==> config.mk <==
export PLATFORM = sky130hd
export DESIGN_NAME = aux_bus_arbiter
export DESIGN_NICKNAME = d
export VERILOG_FILES = /design/src/rtl/aux_arb_pkg.sv /design/src/rtl/aux_arb_stats.sv /design/src/rtl/aux_bus_arbiter.sv
export SDC_FILE = /design/constraint.sdc
export NUM_CORES = 1
export LEC_CHECK = 0
export ABC_AREA = 1
export BUFFER_PORTS_ARGS = -buffer_cell sky130_fd_sc_hd__buf_2
export CORE_MARGIN = 2
export CORE_UTILIZATION = 35
export CTS_CLUSTER_DIAMETER = 80
export DETAILED_ROUTE_END_ITERATION = 10
export GPL_ROUTABILITY_DRIVEN = 0
export PLACE_DENSITY = 0.78
export SLEW_MARGIN = 0
export SYNTH_ARGS = -nofsm -noshare
export SYNTH_HDL_FRONTEND = slang
export SYNTH_SLANG_ARGS = --single-unit
export TNS_END_PERCENT = 30
==> constraint.sdc <==
create_clock -name clk_i -period 1.6 [get_ports clk_i]
set_clock_uncertainty 0.15 [all_clocks]
set_input_delay 0.08 -clock clk_i [delete_from_list [all_inputs] [get_ports clk_i]]
set_output_delay 0.08 -clock clk_i [all_outputs]
set_load 0.005 [all_outputs]
==> src/rtl/aux_arb_pkg.sv <==
// Shared definitions for the aux-bus arbiter: FSM state encoding and counter widths.
package aux_arb_pkg;

    localparam int BURST_W = 4;
    localparam int STATS_W = 16;

    localparam logic [1:0] ST_CPU  = 2'd0;
    localparam logic [1:0] ST_HOST = 2'd1;
    localparam logic [1:0] ST_ACK  = 2'd2;

endpackage

==> src/rtl/aux_arb_stats.sv <==
// Saturating activity counters for the aux-bus arbiter (built only with AUX_ARB_STATS_EN).
module aux_arb_stats
    import aux_arb_pkg::*;
(
    input  logic               clk_i,
    input  logic               reset_n_i,
    input  logic               stall_i,
    input  logic               ack_i,
    output logic [STATS_W-1:0] stall_cnt_o,
    output logic [STATS_W-1:0] host_cnt_o
);

    logic [STATS_W-1:0] stall_cnt_q, stall_cnt_d;
    logic [STATS_W-1:0] host_cnt_q,  host_cnt_d;

    function automatic logic [STATS_W-1:0] sat_inc(input logic [STATS_W-1:0] v, input logic en);
        if (en && (v != {STATS_W{1'b1}}))
            return v + STATS_W'(1);
        return v;
    endfunction

    always_comb begin
        stall_cnt_d = sat_inc(stall_cnt_q, stall_i);
        host_cnt_d  = sat_inc(host_cnt_q, ack_i);
    end

    always_ff @(posedge clk_i or negedge reset_n_i) begin
        if (!reset_n_i) begin
            stall_cnt_q <= '0;
            host_cnt_q  <= '0;
        end else begin
            stall_cnt_q <= stall_cnt_d;
            host_cnt_q  <= host_cnt_d;
        end
    end

    assign stall_cnt_o = stall_cnt_q;
    assign host_cnt_o  = host_cnt_q;

endmodule

==> src/rtl/aux_bus_arbiter.sv <==
// Shares the aux memory port between the risc16f84 core and a host master, freezing the core
// through cpu_clk_en_o while the host owns the port. Define AUX_ARB_STATS_EN for stall/ack counters.
module aux_bus_arbiter
    import aux_arb_pkg::*;
#(
    parameter int AW        = 16,
    parameter int DW        = 8,
    parameter int MAX_BURST = 4
) (
    input  logic          clk_i,
    input  logic          reset_n_i,
    input  logic [AW-1:0] cpu_adr_i,
    input  logic [DW-1:0] cpu_dat_i,
    input  logic          cpu_we_i,
    input  logic          cpu_re_i,
    output logic [DW-1:0] cpu_dat_o,
    output logic          cpu_clk_en_o,
    input  logic          host_req_i,
    input  logic          host_we_i,
    input  logic [AW-1:0] host_adr_i,
    input  logic [DW-1:0] host_dat_i,
    output logic          host_gnt_o,
    output logic          host_ack_o,
    output logic [DW-1:0] host_dat_o,
    output logic [AW-1:0] mem_adr_o,
    output logic [DW-1:0] mem_dat_o,
    output logic          mem_we_o,
    output logic          mem_re_o,
    input  logic [DW-1:0] mem_dat_i
`ifdef AUX_ARB_STATS_EN
    ,
    output logic [STATS_W-1:0] stall_cnt_o,
    output logic [STATS_W-1:0] host_cnt_o
`endif
);

    localparam logic [BURST_W-1:0] MAX_BURST_C = BURST_W'(MAX_BURST);

    logic [1:0]         state_q, state_d;
    logic [BURST_W-1:0] burst_q, burst_d;
    logic [DW-1:0]      hdat_q,  hdat_d;

    always_comb begin
        state_d = state_q;
        burst_d = burst_q;
        hdat_d  = hdat_q;
        case (state_q)
            ST_CPU: begin
                if (host_req_i)
                    state_d = ST_HOST;
            end
            ST_HOST: begin
                if (host_req_i) begin
                    if (!host_we_i)
                        hdat_d = mem_dat_i;
                    burst_d = burst_q + BURST_W'(1);
                    state_d = ST_ACK;
                end else begin
                    state_d = ST_CPU;
                    burst_d = '0;
                end
            end
            ST_ACK: begin
                // A full burst forces one CPU-enabled cycle before the next grant.
                if (host_req_i && (burst_q < MAX_BURST_C)) begin
                    state_d = ST_HOST;
                end else begin
                    state_d = ST_CPU;
                    burst_d = '0;
                end
            end
            default: begin
                state_d = ST_CPU;
                burst_d = '0;
            end
        endcase
    end

    always_ff @(posedge clk_i or negedge reset_n_i) begin
        if (!reset_n_i) begin
            state_q <= ST_CPU;
            burst_q <= '0;
            hdat_q  <= '0;
        end else begin
            state_q <= state_d;
            burst_q <= burst_d;
            hdat_q  <= hdat_d;
        end
    end

    always_comb begin
        cpu_clk_en_o = (state_q == ST_CPU);
        host_gnt_o   = (state_q == ST_HOST);
        host_ack_o   = (state_q == ST_ACK);
        if (state_q == ST_CPU) begin
            mem_adr_o = cpu_adr_i;
            mem_dat_o = cpu_dat_i;
            mem_we_o  = cpu_we_i;
            mem_re_o  = cpu_re_i;
        end else begin
            // Core strobes are dropped here: a frozen core never reaches memory.
            mem_adr_o = host_adr_i;
            mem_dat_o = host_dat_i;
            mem_we_o  = host_gnt_o & host_req_i & host_we_i;
            mem_re_o  = host_gnt_o & host_req_i & ~host_we_i;
        end
    end

    assign cpu_dat_o  = mem_dat_i;
    assign host_dat_o = hdat_q;

`ifdef AUX_ARB_STATS_EN
    aux_arb_stats u_stats (
        .clk_i       (clk_i),
        .reset_n_i   (reset_n_i),
        .stall_i     (~cpu_clk_en_o),
        .ack_i       (host_ack_o),
        .stall_cnt_o (stall_cnt_o),
        .host_cnt_o  (host_cnt_o)
    );
`else
    // No activity counters in this build; arbitration is unaffected.
`endif

endmodule

# Yosys cells after proc, flatten, opt, wreduce, memory -nomap -nowiden
# Cells that the tools add are included.
dict set report word_totals {
  reg_bits 14
  out_inout_bits 45
  word_cells 29
}
dict set report op_classes {
  add_sub_neg 1
  magnitude_cmp 1
  n_eq_ne 4
  mux 11
  bitwise_logic 5
  n_reduce_logical 4
}
# cell count
set ops {}
lappend ops {{16-bit 2-to-1 mux} 1}
lappend ops {{4-bit one-hot mux with 3 select lines} 1}
lappend ops {{4-bit 2-to-1 mux} 2}
lappend ops {{8-bit 2-to-1 mux} 1}
lappend ops {{2-bit one-hot mux with 3 select lines} 1}
lappend ops {{4-bit by 1-bit adder with 4-bit output, second input constant} 1}
lappend ops {{4-bit by 3-bit less-than comparator with 1-bit output, second input constant} 1}
lappend ops {{2-bit 2-to-1 mux} 2}
lappend ops {{1-bit bitwise AND} 3}
lappend ops {{1-bit 2-to-1 mux} 3}
lappend ops {{3-bit AND reduction} 1}
lappend ops {{2-bit by 1-bit equality test with 1-bit output, second input constant} 1}
lappend ops {{2-bit equality test, second input constant} 1}
lappend ops {{2-bit logical NOT} 1}
lappend ops {{2-bit by 1-bit inequality test with 1-bit output, second input constant} 1}
lappend ops {{2-bit inequality test, second input constant} 1}
lappend ops {{1-bit inverter} 2}
lappend ops {{2-bit AND reduction} 1}
lappend ops {{1-bit logical AND} 1}

# Depth between registers and ports, before layout
# Gate-level depths: netlist of the first run.
dict set report logic_depth {
  word_depth 4
  ltp_mapped 6
}

# Worst setup path before layout of the first run
# OpenSTA, ideal clock, no wires.
dict set report synth_path {
  path_kind {reg2reg}
  startpoint {register burst_q[0]}
  endpoint {register burst_q[2]}
  setup_time_ps 127
  arrival_ps 997
  required_ps 1323
  path_slack_ps 326
  path_stages_with_launch 5
  synth_period_minus_slack_ps 1274
  cell_sequence {dfrtp_1 ha_1 or2_2 nand3_1 o21ai_0}
}
dict set report synth_between {
  elab_chain_len 4
  elab_cells_between_ends 7
  cone_classes {add/sub (1); order compare (1); eq/ne (1); mux (2); reduce/logical (2)}
}
# item line
set synth_lines {}
lappend synth_lines {{from (decl)} aux_bus_arbiter.sv:40} ;# logic [BURST_W-1:0] burst_q, burst_d;
lappend synth_lines {{from (signal assigned)} aux_bus_arbiter.sv:86} ;# burst_q <= burst_d;
lappend synth_lines {{4-bit by 3-bit less-than comparator with 1-bit output} aux_bus_arbiter.sv:65} ;# if (host_req_i && (burst_q < MAX_BURST_C)) begin
lappend synth_lines {{1-bit logical AND} aux_bus_arbiter.sv:65}
lappend synth_lines {{2-bit inequality test (no line)} -}
lappend synth_lines {{2-bit AND reduction (no line)} -}
# Parallel ways exist; a longest one is shown, timed or not.
# A chain may end at the register's enable or synchronous reset.

# Worst setup path after layout of the first run
dict set report layout_path {
  startpoint {register state_q[0]}
  endpoint {output port mem_adr_o[5]}
}
dict set report layout_between {
  elab_chain_len 2
}
# item line
set layout_lines {}
lappend layout_lines {{from (decl)} aux_bus_arbiter.sv:39} ;# logic [1:0] state_q, state_d;
lappend layout_lines {{from (signal assigned)} aux_bus_arbiter.sv:85} ;# state_q <= state_d;
lappend layout_lines {{2-bit logical NOT} aux_bus_arbiter.sv:95} ;# if (state_q == ST_CPU) begin
lappend layout_lines {{16-bit 2-to-1 mux} aux_bus_arbiter.sv:95}
lappend layout_lines {{to (decl)} aux_bus_arbiter.sv:25} ;# output logic [AW-1:0] mem_adr_o,
# Every way passes these cells.

==> impl_results.md, run 1 <==
- Worst R2R End: state_q[1]$_DFFE_PN0P_
- Synth warn: 0
- Mux contribution to synthesized area: 0
- Adder-cell share of the synthesized area: 0.01224
- Post-DP Area: between 1000 and 1500 um2
- Fin area: approximately 1800 um2
- Hold WS: roughly 67 ps
- Cell area after synthesis: around 1000 um2
- PD cells: between 1000 and 1500 nW/um2
- Top cell type's share of synthesized area: 0.3819
- Synth area leader: nand2_1
- Ports: 107
- CTS tree: built
- Clk Latency, worst-skew pair: 270 ps
- Site row count: 19
- Xor and xnor area share after synthesis: 0
- Initial DRT Pass Iterations: 4
- Die area: roughly 3400 um2
- Crit-path cells: inv_2 -> nand2_8 -> clkbuf_16 -> nand2_2 -> nand2_1 -> buf_2
- Layout Nets: 348
- First-pass GRT wire length: 5023 um
- Final HPWL DP: around 2400 um
- Critical path data required time: between 1000 and 1500 ps
- All-Layer GR Usage: 0.1872
- Flops & latches, synth: 14
- Rel. slew slack: 0.7914
- Syn_nets: between 200 and 250
- Worst IR drop on VDD: 1.012 mV
- Routed length on met2: 1792 um
- Most frequent cells after synthesis: nand2_1 (104), dfrtp_1 (14), nand3_1 (11)
- Crit path DAT: around 1400 ps
- Total wire length: 3491 um
- Max-cap violation count: 0
- Sequential fraction of the synthesis area: 0.3427
- CTS sink cnt: 14
- Reg clk slew, reported paths: about 90 ps
- Top cells by area, synth: nand2_1 (38%), dfrtp_1 (34%), buf_4 (7.3%)
- Worst min-delay path class: input port to asynchronous set/reset pin
- Post-synthesis simple-gate area fraction: 0.4957
- Vias in the first global route: ~1.2k
- Crit-path slowest cell: dfrtp_1
- Status: complete, no violations
- Post-DRT Antenna Nets: 0
- Diodes inserted: 0
- Final Hold Vio Count: 0
- Die height: slightly below 60 um
- Met3 WL post-DR: approximately 340 um
- CTS buffer count: 3
- Overall power: approximately 2.6 mW
- Final setup violation count: 0
- Port Buffer Count: 106
- Fin crit share: 0.9943
- Routed vias/inst: approximately 4.6
- Slew @ Worst Pin: ~310 ps
- Most common cell in the netlist: nand2_1
- Largest net degree at the start of global routing: 28
- Synth async-reset ratio: 1.000
- R2R cell count: 4
- Ys flop type: dfrtp_1
- CP endpoint kind: output pin
- Unrepaired setup endpoints after global routing: true
- Metal-1 WL: ~1300 um
- Core area: about 2800 um2
- Fin util: 0.6706
- Final Critical Period: 1591 ps
- Critical R2R Launch: state_q[1]$_DFFE_PN0P_
- Post-Syn Area per Cell: between 6 and 7 um2
- Fill cell count: around 250
- CP Launch Type: register
- DR DRC count: 0
- Leak Pwr: between 1 and 1.5 nW
- Critical path's top delay family: flip-flops
- Initial antenna violation count: 0
- Initial core utilization: 0.3707
- Highest metal used: met4
- Main combinational cell family by area after synthesis: simple AND/OR/NAND/NOR gates
- Clock Path Buffers: 2
- Via count: between 1k and 1.5k
- Drt wl/cell: between 10 and 15 um
- Post-synth EDFFs: 0
- CP Max Fanout: 8
- Syn Inst Count: ~160
- H-tree level count: 1
- Worst R2R Setup Slack: 80 ps
- Die width: approximately 58 um
- Overflow after GRT: 0
- DR iter-0 viols: a little over 90
- Slew Limit Fails: 0
- Synth Area in Compound Gates: 0.01469
- Maximum clock rate: ~0.63 GHz
- Area Overhead vs Synth: 80.91%
- Share of cells above drive strength 1: 0.5106
- CP bufs+invs: 3
- Unique masters post-synth: 18
- Root Driver: clkbuf_4
- Kind of critical path: register to output pin
- Worst path max stage delay: ~430 ps
cell type report:
cell class	instances	area, um2	share of cell area
Tap cell	31	38.79	0.02097
Clock buffer	4	36.28	0.01962
Timing Repair Buffer	131	799.5	0.4323
Multi-Input combinational cell	128	583.1	0.3153
Sequential cell	14	350.3	0.1894
Inverter	7	41.29	0.02233
sequential cells by signal (all words and copies together) (netlist names):
name / count
state_q: 2
burst_q: 4
host_dat_o: 8
routing by layer:
layer | GRT usage | up-vias
li1 | - | 737
met3 | 0.04464 | 4
met5 | 0 | -
met2 | 0.3539 | 82
met1 | 0.2069 | 614
met4 | 0.04983 | 0
worst max path at each step:
stage                           start                endpoint  cells after the start
2_1_floorplan  burst_q[0]$_DFFE_PN0P_  burst_q[2]$_DFFE_PN0P_                      4
3_3_place_gp   state_q[0]$_DFFE_PN0P_                mem_we_o                      6
3_5_place_dp   burst_q[0]$_DFFE_PN0P_  burst_q[2]$_DFFE_PN0P_                      4
4_1_cts        state_q[1]$_DFFE_PN0P_                mem_we_o                      7
5_1_grt        state_q[0]$_DFFE_PN0P_            mem_adr_o[9]                      6
6_report       state_q[0]$_DFFE_PN0P_            mem_adr_o[5]                      6
repair_timing:
item	CTS	global route
endpoints found under the setup margin	1	26
gates cloned	0	2
hold buffers	12	0
setup buffers	0	9
endpoints found under the hold margin	26	0
gates resized for setup	2	23
pin swaps	0	4
cell usage in the layout, fill, tap and decap left out, types with 2 or more instances in the layout:
cell type / count
buf_4: 9
nand3_1: 11
nand2_2: 12
nand2_4: 2
dlygate4sd3_1: 12
dfrtp_1: 14
clkbuf_4: 3
nand4_1: 2
o21ai_0: 2
nor2_1: 2
inv_2: 3
nand2_1: 92
buf_2: 106
clkbuf_16: 2
cells by family (layout without fill, tap and decap cells):
family | count (synthesis) | after routing
AO/OA/AOI/OAI | 3 | 3
adder cells (fa/ha/maj) | 1 | 1
buffers and inverters | 20 | 142
flip-flops | 14 | 14
AND/OR/NAND/NOR | 124 | 124
metrics by stage:
stage / instances / TNS, ps / setup WS, ps
3_5_place_dp: 288 / 0 / 280.0
3_3_place_gp: 288 / 0 / 303.0
6_report: 315 / 0 / 9.060
5_1_grt: 315 / -884.2 / -55.61
4_1_cts: 304 / 0 / 1.071
2_1_floorplan: 162 / 0 / 325.7
power breakdown:
part           internal, mW  total, mW  leakage (nW)  switching [mW]
logic                 0.862       1.73         0.969           0.868
clock network         0.138      0.253        0.0210           0.115
registers             0.499      0.611         0.179           0.112
total                  1.50       2.59          1.17            1.09
Power figures use the tool's default switching activity.
==> run 2: changes to the inputs <==
RECOVER_POWER = 25   (was not set)
TNS_END_PERCENT = not set   (was 30)
==> run 2 against run 1 <==
The flow now finishes with violations (negative setup slack). Critical path depth is the same. Via count grew 1.5%. Total power up 2.3%. Critical endpoint unchanged.
==> impl_results.md, run 2 (same netlist as run 1, synthesis figures left out) <==
- Commonest cells after routing, fill and taps aside: buf_2 (104), nand2_1 (88), dfrtp_1 (14)
- Maximum clock rate: between 0.6 and 0.7 GHz
- Die area: about 3400 um2
- Crit path DAT: between 1000 and 1500 ps
- Worst IR drop on VDD: roughly 1.0 mV
- Initial core utilization: 0.3707
- Reg clk slew, reported paths: around 90 ps
- CP Launch Type: register
- CTS buffer count: 3
- Vias in the first global route: roughly 1.2k
- Kind of critical path: register to output pin
- Layout Nets: roughly 350
- Site row count: 19
- PD cells: about 1400 nW/um2
- Routed vias/inst: 4.629
- Diodes inserted: 0
- Via count: 1458
- Unrepaired setup endpoints after global routing: true
- Worst min-delay path class: input port to register
- Hold WS: approximately 120 ps
- H-tree level count: 1
- Ports: 107
- Final Critical Period: roughly 1600 ps
- DR iter-0 viols: 74
- Max reg flops: 8
- Fin crit share: 1.000
- Final Hold Vio Count: 0
- Drt wl/cell: roughly 11 um
- Core area: roughly 2800 um2
- Post-DRT Antenna Nets: 0
- Initial antenna violation count: 0
- Critical path data required time: ~1400 ps
- Clock Path Buffers: 2
- Max-cap violation count: 0
- Root Driver: clkbuf_4
- Failing checks: negative setup slack
- Fin worst setup slack: -0.4071 ps
- Leak Pwr: between 1 and 1.5 nW
- Overflow after GRT: 0
- Final HPWL DP: ~2400 um
- Clk Latency, worst-skew pair: 270 ps
- Post-Layout Cell Count: 315
- Die width: slightly below 60 um
- Share of cells above drive strength 1: 0.5211
- Commonest non-fill, non-tap cell in the layout: buf_2
- CP endpoint kind: output pin
- Slew Limit Fails: 0
- Initial DRT Pass Iterations: 4
- Largest net degree at the start of global routing: 28
- Port Buffer Count: between 100 and 150
- Setup TNS: -0.4071 ps
- CTS sink cnt: 14
- DR DRC count: 0
- Rel. slew slack: 0.5007
- First-pass GRT wire length: between 5000 and 6000 um
- Total wire length: between 3000 and 4000 um
- Slew @ Worst Pin: approximately 750 ps
- Area Overhead vs Synth: 83.84%
- All-Layer GR Usage: 0.1872
- Final setup violation count: 1
- CP Max Fanout: 8
- CTS tree: built
- Status: complete, but fails checks
- Inst Count DP: between 200 and 300
- Die height: between 50 and 60 um
-- run 2: cell types whose count changed in the layout (fill, tap and decap cells not counted), sizes merged --
cell,previous run,this run
clkbuf,6,7
buf,117,116
-- run 2: critical path, cell delays in order (launching register included) --
cell and delay (ps):
dfrtp_1 430, inv_2 120, nand2_8 110, clkbuf_16 180, nand2_2 60, nand2_1 60, buf_2 130
-- run 2: path summary, 6_finish.rpt --
kind / startpoint / end / slack, ps / cells after the start
setup / recovery: state_q[0]$_DFFE_PN0P_ / mem_adr_o[5] / -0.4 / 6
hold / removal: host_we_i / host_dat_o[7]$_DFFE_PN0P_ / 120 / 4
setup reg to reg: state_q[1]$_DFFE_PN0P_ / state_q[1]$_DFFE_PN0P_ / 80 / 4
hold reg to reg: host_dat_o[2]$_DFFE_PN0P_ / host_dat_o[2]$_DFFE_PN0P_ / 320 / 2
max in group asynchronous: reset_n_i / burst_q[3]$_DFFE_PN0P_ / 610 / 2
min in group asynchronous: reset_n_i / host_dat_o[6]$_DFFE_PN0P_ / 230 / 2
-- run 2: where the power goes --
group          internal [mW]  switching (mW)  leakage [nW]
registers              0.499           0.112         0.179
clock network          0.138           0.114        0.0210
logic                  0.887           0.903         0.982
total                   1.52            1.13          1.18
-- run 2: what timing repair did --
item	in CTS	in global routing
gates cloned	0	2
hold endpoints to repair	26	0
hold buffers	12	0
setup endpoints to repair	1	26
gates resized for setup	2	31
pin swaps	0	4
setup buffers	0	9
-- run 2: layout make-up --
cell class | count | area [um2]
tap | 31 | 38.79
clock buffer | 4 | 36.28
fill | 235 | 878.3
multi-input combinational | 128 | 608.1
sequential | 14 | 350.3
timing repair buffer | 131 | 804.5
inverter | 7 | 41.29
-- run 2: through the flow --
| stage | power [mW] | utilization | cell area, um2 | worst slack [ps] |
|---|---|---|---|---|
| after floorplan | 1.390 | - | 1022 | 325.7 |
| after global routing | 2.889 | 0.6815 | 1879 | -56.30 |
| after CTS | 2.210 | 0.6021 | 1660 | 1.071 |
| after detailed placement | 1.909 | 0.5431 | 1498 | 280.0 |
| final | 2.653 | 0.6815 | 1879 | -0.4071 |
| after global placement | 1.894 | 0.5431 | 1498 | 303.0 |
-- run 2: routing by layer --
| metal | track usage | share of wire | up-vias |
|---|---|---|---|
| met5 | 0 | 0 | - |
| met2 | 0.3539 | 0.52 | 84 |
| met3 | 0.04464 | 0.10 | 6 |
| met1 | 0.2069 | 0.37 | 629 |
| met4 | 0.04983 | 0.015 | 0 |
| li1 | - | - | 739 |
==> run 3: changes to the inputs <==
ABC_AREA = 0   (was 1)
SKIP_LAST_GASP = 1   (was not set)
==> run 3 against run 2 <==
The run still ends with negative setup slack left. Design area decreased by 6.9%. Total power decreased by 39%. Maximum frequency decreased by 9.1%. Critical path depth decreased by 2. Register-to-register slack got worse by 240 ps. Area after synthesis increased by 1.7%. Global-route usage increased by 0.64 points. Final cell count decreased by 25%. Hold slack improved by 36 ps.
==> impl_results.md, run 3 <==
- Post-Syn Area per Cell: roughly 12 um2
- Commonest non-fill, non-tap cell in the layout: buf_2
- Fin crit share: 1.100
- DR iter-0 viols: 21
- Post-DRT Antenna Nets: 0
- Fin worst setup slack: -160.6 ps
- Worst IR drop on VDD: ~0.75 mV
- Kind of critical path: register to output pin
- Critical path's top delay family: flip-flops
- All-Layer GR Usage: 0.1936
- Unique masters post-synth: 25
- Leak Pwr: around 0.94 nW
- Total wire length: around 3300 um
- Syn_nets: around 150
- CP startpoint: state_q[1]$_DFFE_PN0P_
- Initial antenna violation count: 0
- Port Buffer Count: between 100 and 150
- CTS tree: built
- Share of cells above drive strength 1: 0.7500
- CP Launch Type: register
- Initial DRT Pass Iterations: 4
- Post-synth EDFFs: 0
- Overflow after GRT: 0
- Top cells by area, synth: dfrtp_1 (34%), mux2_2 (26%), mux2_4 (12%)
- Most common cell in the netlist: mux2_2
- Layout Nets: between 200 and 300
- CTS buffer count: 3
- Final Critical Period: 1761 ps
- Flops & latches, synth: 14
- Initial core utilization: 0.3738
- Area Overhead vs Synth: 68.35%
- Die area: approximately 3400 um2
- Routed vias/inst: 4.906
- Critical path data required time: ~1400 ps
- Core area: 2781 um2
- Root Driver: clkbuf_4
- Final Hold Vio Count: 0
- Synth warn: 0
- Top cell type's share of synthesized area: 0.3369
- First-pass GRT wire length: 5016 um
- Fin area: about 1800 um2
- DR DRC count: 0
- Ports: about 110
- Final HPWL DP: around 2500 um
- Slew @ Worst Pin: about 800 ps
- CTS sink cnt: 14
- Max-cap violation count: 0
- Setup TNS: -4356 ps
- Fin util: 0.6293
- Die width: between 50 and 60 um
- Dpl ws: -11.18 ps
- Failing checks: negative setup slack
- Final setup violation count: 33
- Via count: 1153
- Die height: 58.51 um
- Ys flop type: dfrtp_1
- H-tree level count: 1
- Worst path max stage delay: 430 ps
- Clock Path Buffers: 2
- Hold_sp: host_we_i
- CP Max Fanout: 21
- Clk Latency, worst-skew pair: approximately 280 ps
- Post-DP Area: around 1600 um2
- Critical R2R Launch: state_q[1]$_DFFE_PN0P_
- Unrepaired setup endpoints after global routing: true
- Maximum clock rate: about 0.57 GHz
- Largest net degree at the start of global routing: 22
- Diodes inserted: 0
- Commonest cells after routing, fill and taps aside: buf_2 (105), mux2_2 (24), dfrtp_1 (14)
- Reg clk slew, reported paths: 90 ps
- Synth area leader: dfrtp_1
- CP endpoint kind: output pin
- Rel. slew slack: 0.4678
- Status: complete, but fails checks
- Worst min-delay path class: input port to register
- Slew Limit Fails: 0
- Vias in the first global route: 1150
- Synth async-reset ratio: 1.000
- Crit path DAT: roughly 1500 ps
- CP bufs+invs: 2
- Crit-path cells: nor2_4 -> buf_12 -> mux2_2 -> buf_2
- Max reg flops: 8
- Site row count: 19
- Cell area after synthesis: between 1000 and 1500 um2
- Most frequent cells after synthesis: mux2_2 (24), dfrtp_1 (14), buf_4 (10)
- Drt wl/cell: 14.23 um
- Crit-path slowest cell: dfrtp_1
- PD cells: 920.4 nW/um2
- Syn Inst Count: around 90
- Sequential fraction of the synthesis area: 0.3369
[run 3: timing repair]
action	4_1_cts	5_1_grt
gates resized for setup	2	1
endpoints found under the setup margin	33	35
hold buffers	10	0
pin swaps	0	0
buffers inserted	4	0
hold endpoints to repair	23	0
[run 3: stage by stage]
stage,instances,hold WS (ps),total power [mW]
2_1_floorplan,88,-365.6,0.9741
3_3_place_gp,217,-159.2,1.282
3_5_place_dp,217,-159.4,1.300
4_1_cts,235,61.39,1.600
5_1_grt,235,148.6,1.704
6_report,235,157.7,1.611
[run 3: layer usage]
metal,vias up,global-route usage,share of wire
met5,-,0,0
met4,0,0.08638,0.012
met3,4,0.01538,0.062
met2,59,0.3579,0.55
met1,544,0.2249,0.38
li1,546,-,-
[run 3: report_power, final]
part           leakage [nW]  internal, mW  total [mW]  switching (mW)
clock network        0.0210         0.138       0.258           0.119
logic                 0.746         0.496       0.779           0.283
registers             0.173         0.467       0.574           0.108
total                 0.940          1.10        1.61           0.510
[run 3: area by class of cell]
| cell class | instances | area (um2) |
|---|---|---|
| clock buffer | 4 | 36.28 |
| fill | 228 | 1031 |
| inverter | 1 | 3.754 |
| multi-input combinational | 60 | 595.6 |
| sequential | 14 | 350.3 |
| tap | 31 | 38.79 |
| timing repair buffer | 125 | 725.7 |
[run 3: worst paths after layout]
| kind | end | cells after the start | slack (ps) |
|---|---|---|---|
| max | mem_dat_o[6] | 4 | -160 |
| min | host_dat_o[4]$_DFFE_PN0P_ | 4 | 160 |
| max reg2reg | host_dat_o[3]$_DFFE_PN0P_ | 5 | -160 |
| min reg2reg | host_dat_o[1]$_DFFE_PN0P_ | 1 | 380 |
| max in group asynchronous | host_dat_o[2]$_DFFE_PN0P_ | 2 | 560 |
| min in group asynchronous | state_q[1]$_DFFE_PN0P_ | 2 | 240 |
[run 3: logic make-up (layout without fill, tap and decap cells)]
kind of cell / after synthesis / count (layout) / share of synthesized area
flip-flops: 14 / 14 / 0.3369
AO/OA/AOI/OAI: 8 / 8 / 0.05174
multiplexers: 34 / 34 / 0.3947
adder cells (fa/ha/maj): 1 / 1 / 0.01203
buffers and inverters: 14 / 130 / 0.1011
AND/OR/NAND/NOR: 17 / 17 / 0.1035
[run 3: worst reg2reg max path, cell delays in order, from the launching register on]
cell and delay, ps:
dfrtp_1 430, buf_4 160, and3b_1 220, nor2b_4 220, buf_12 150, mux2_4 310
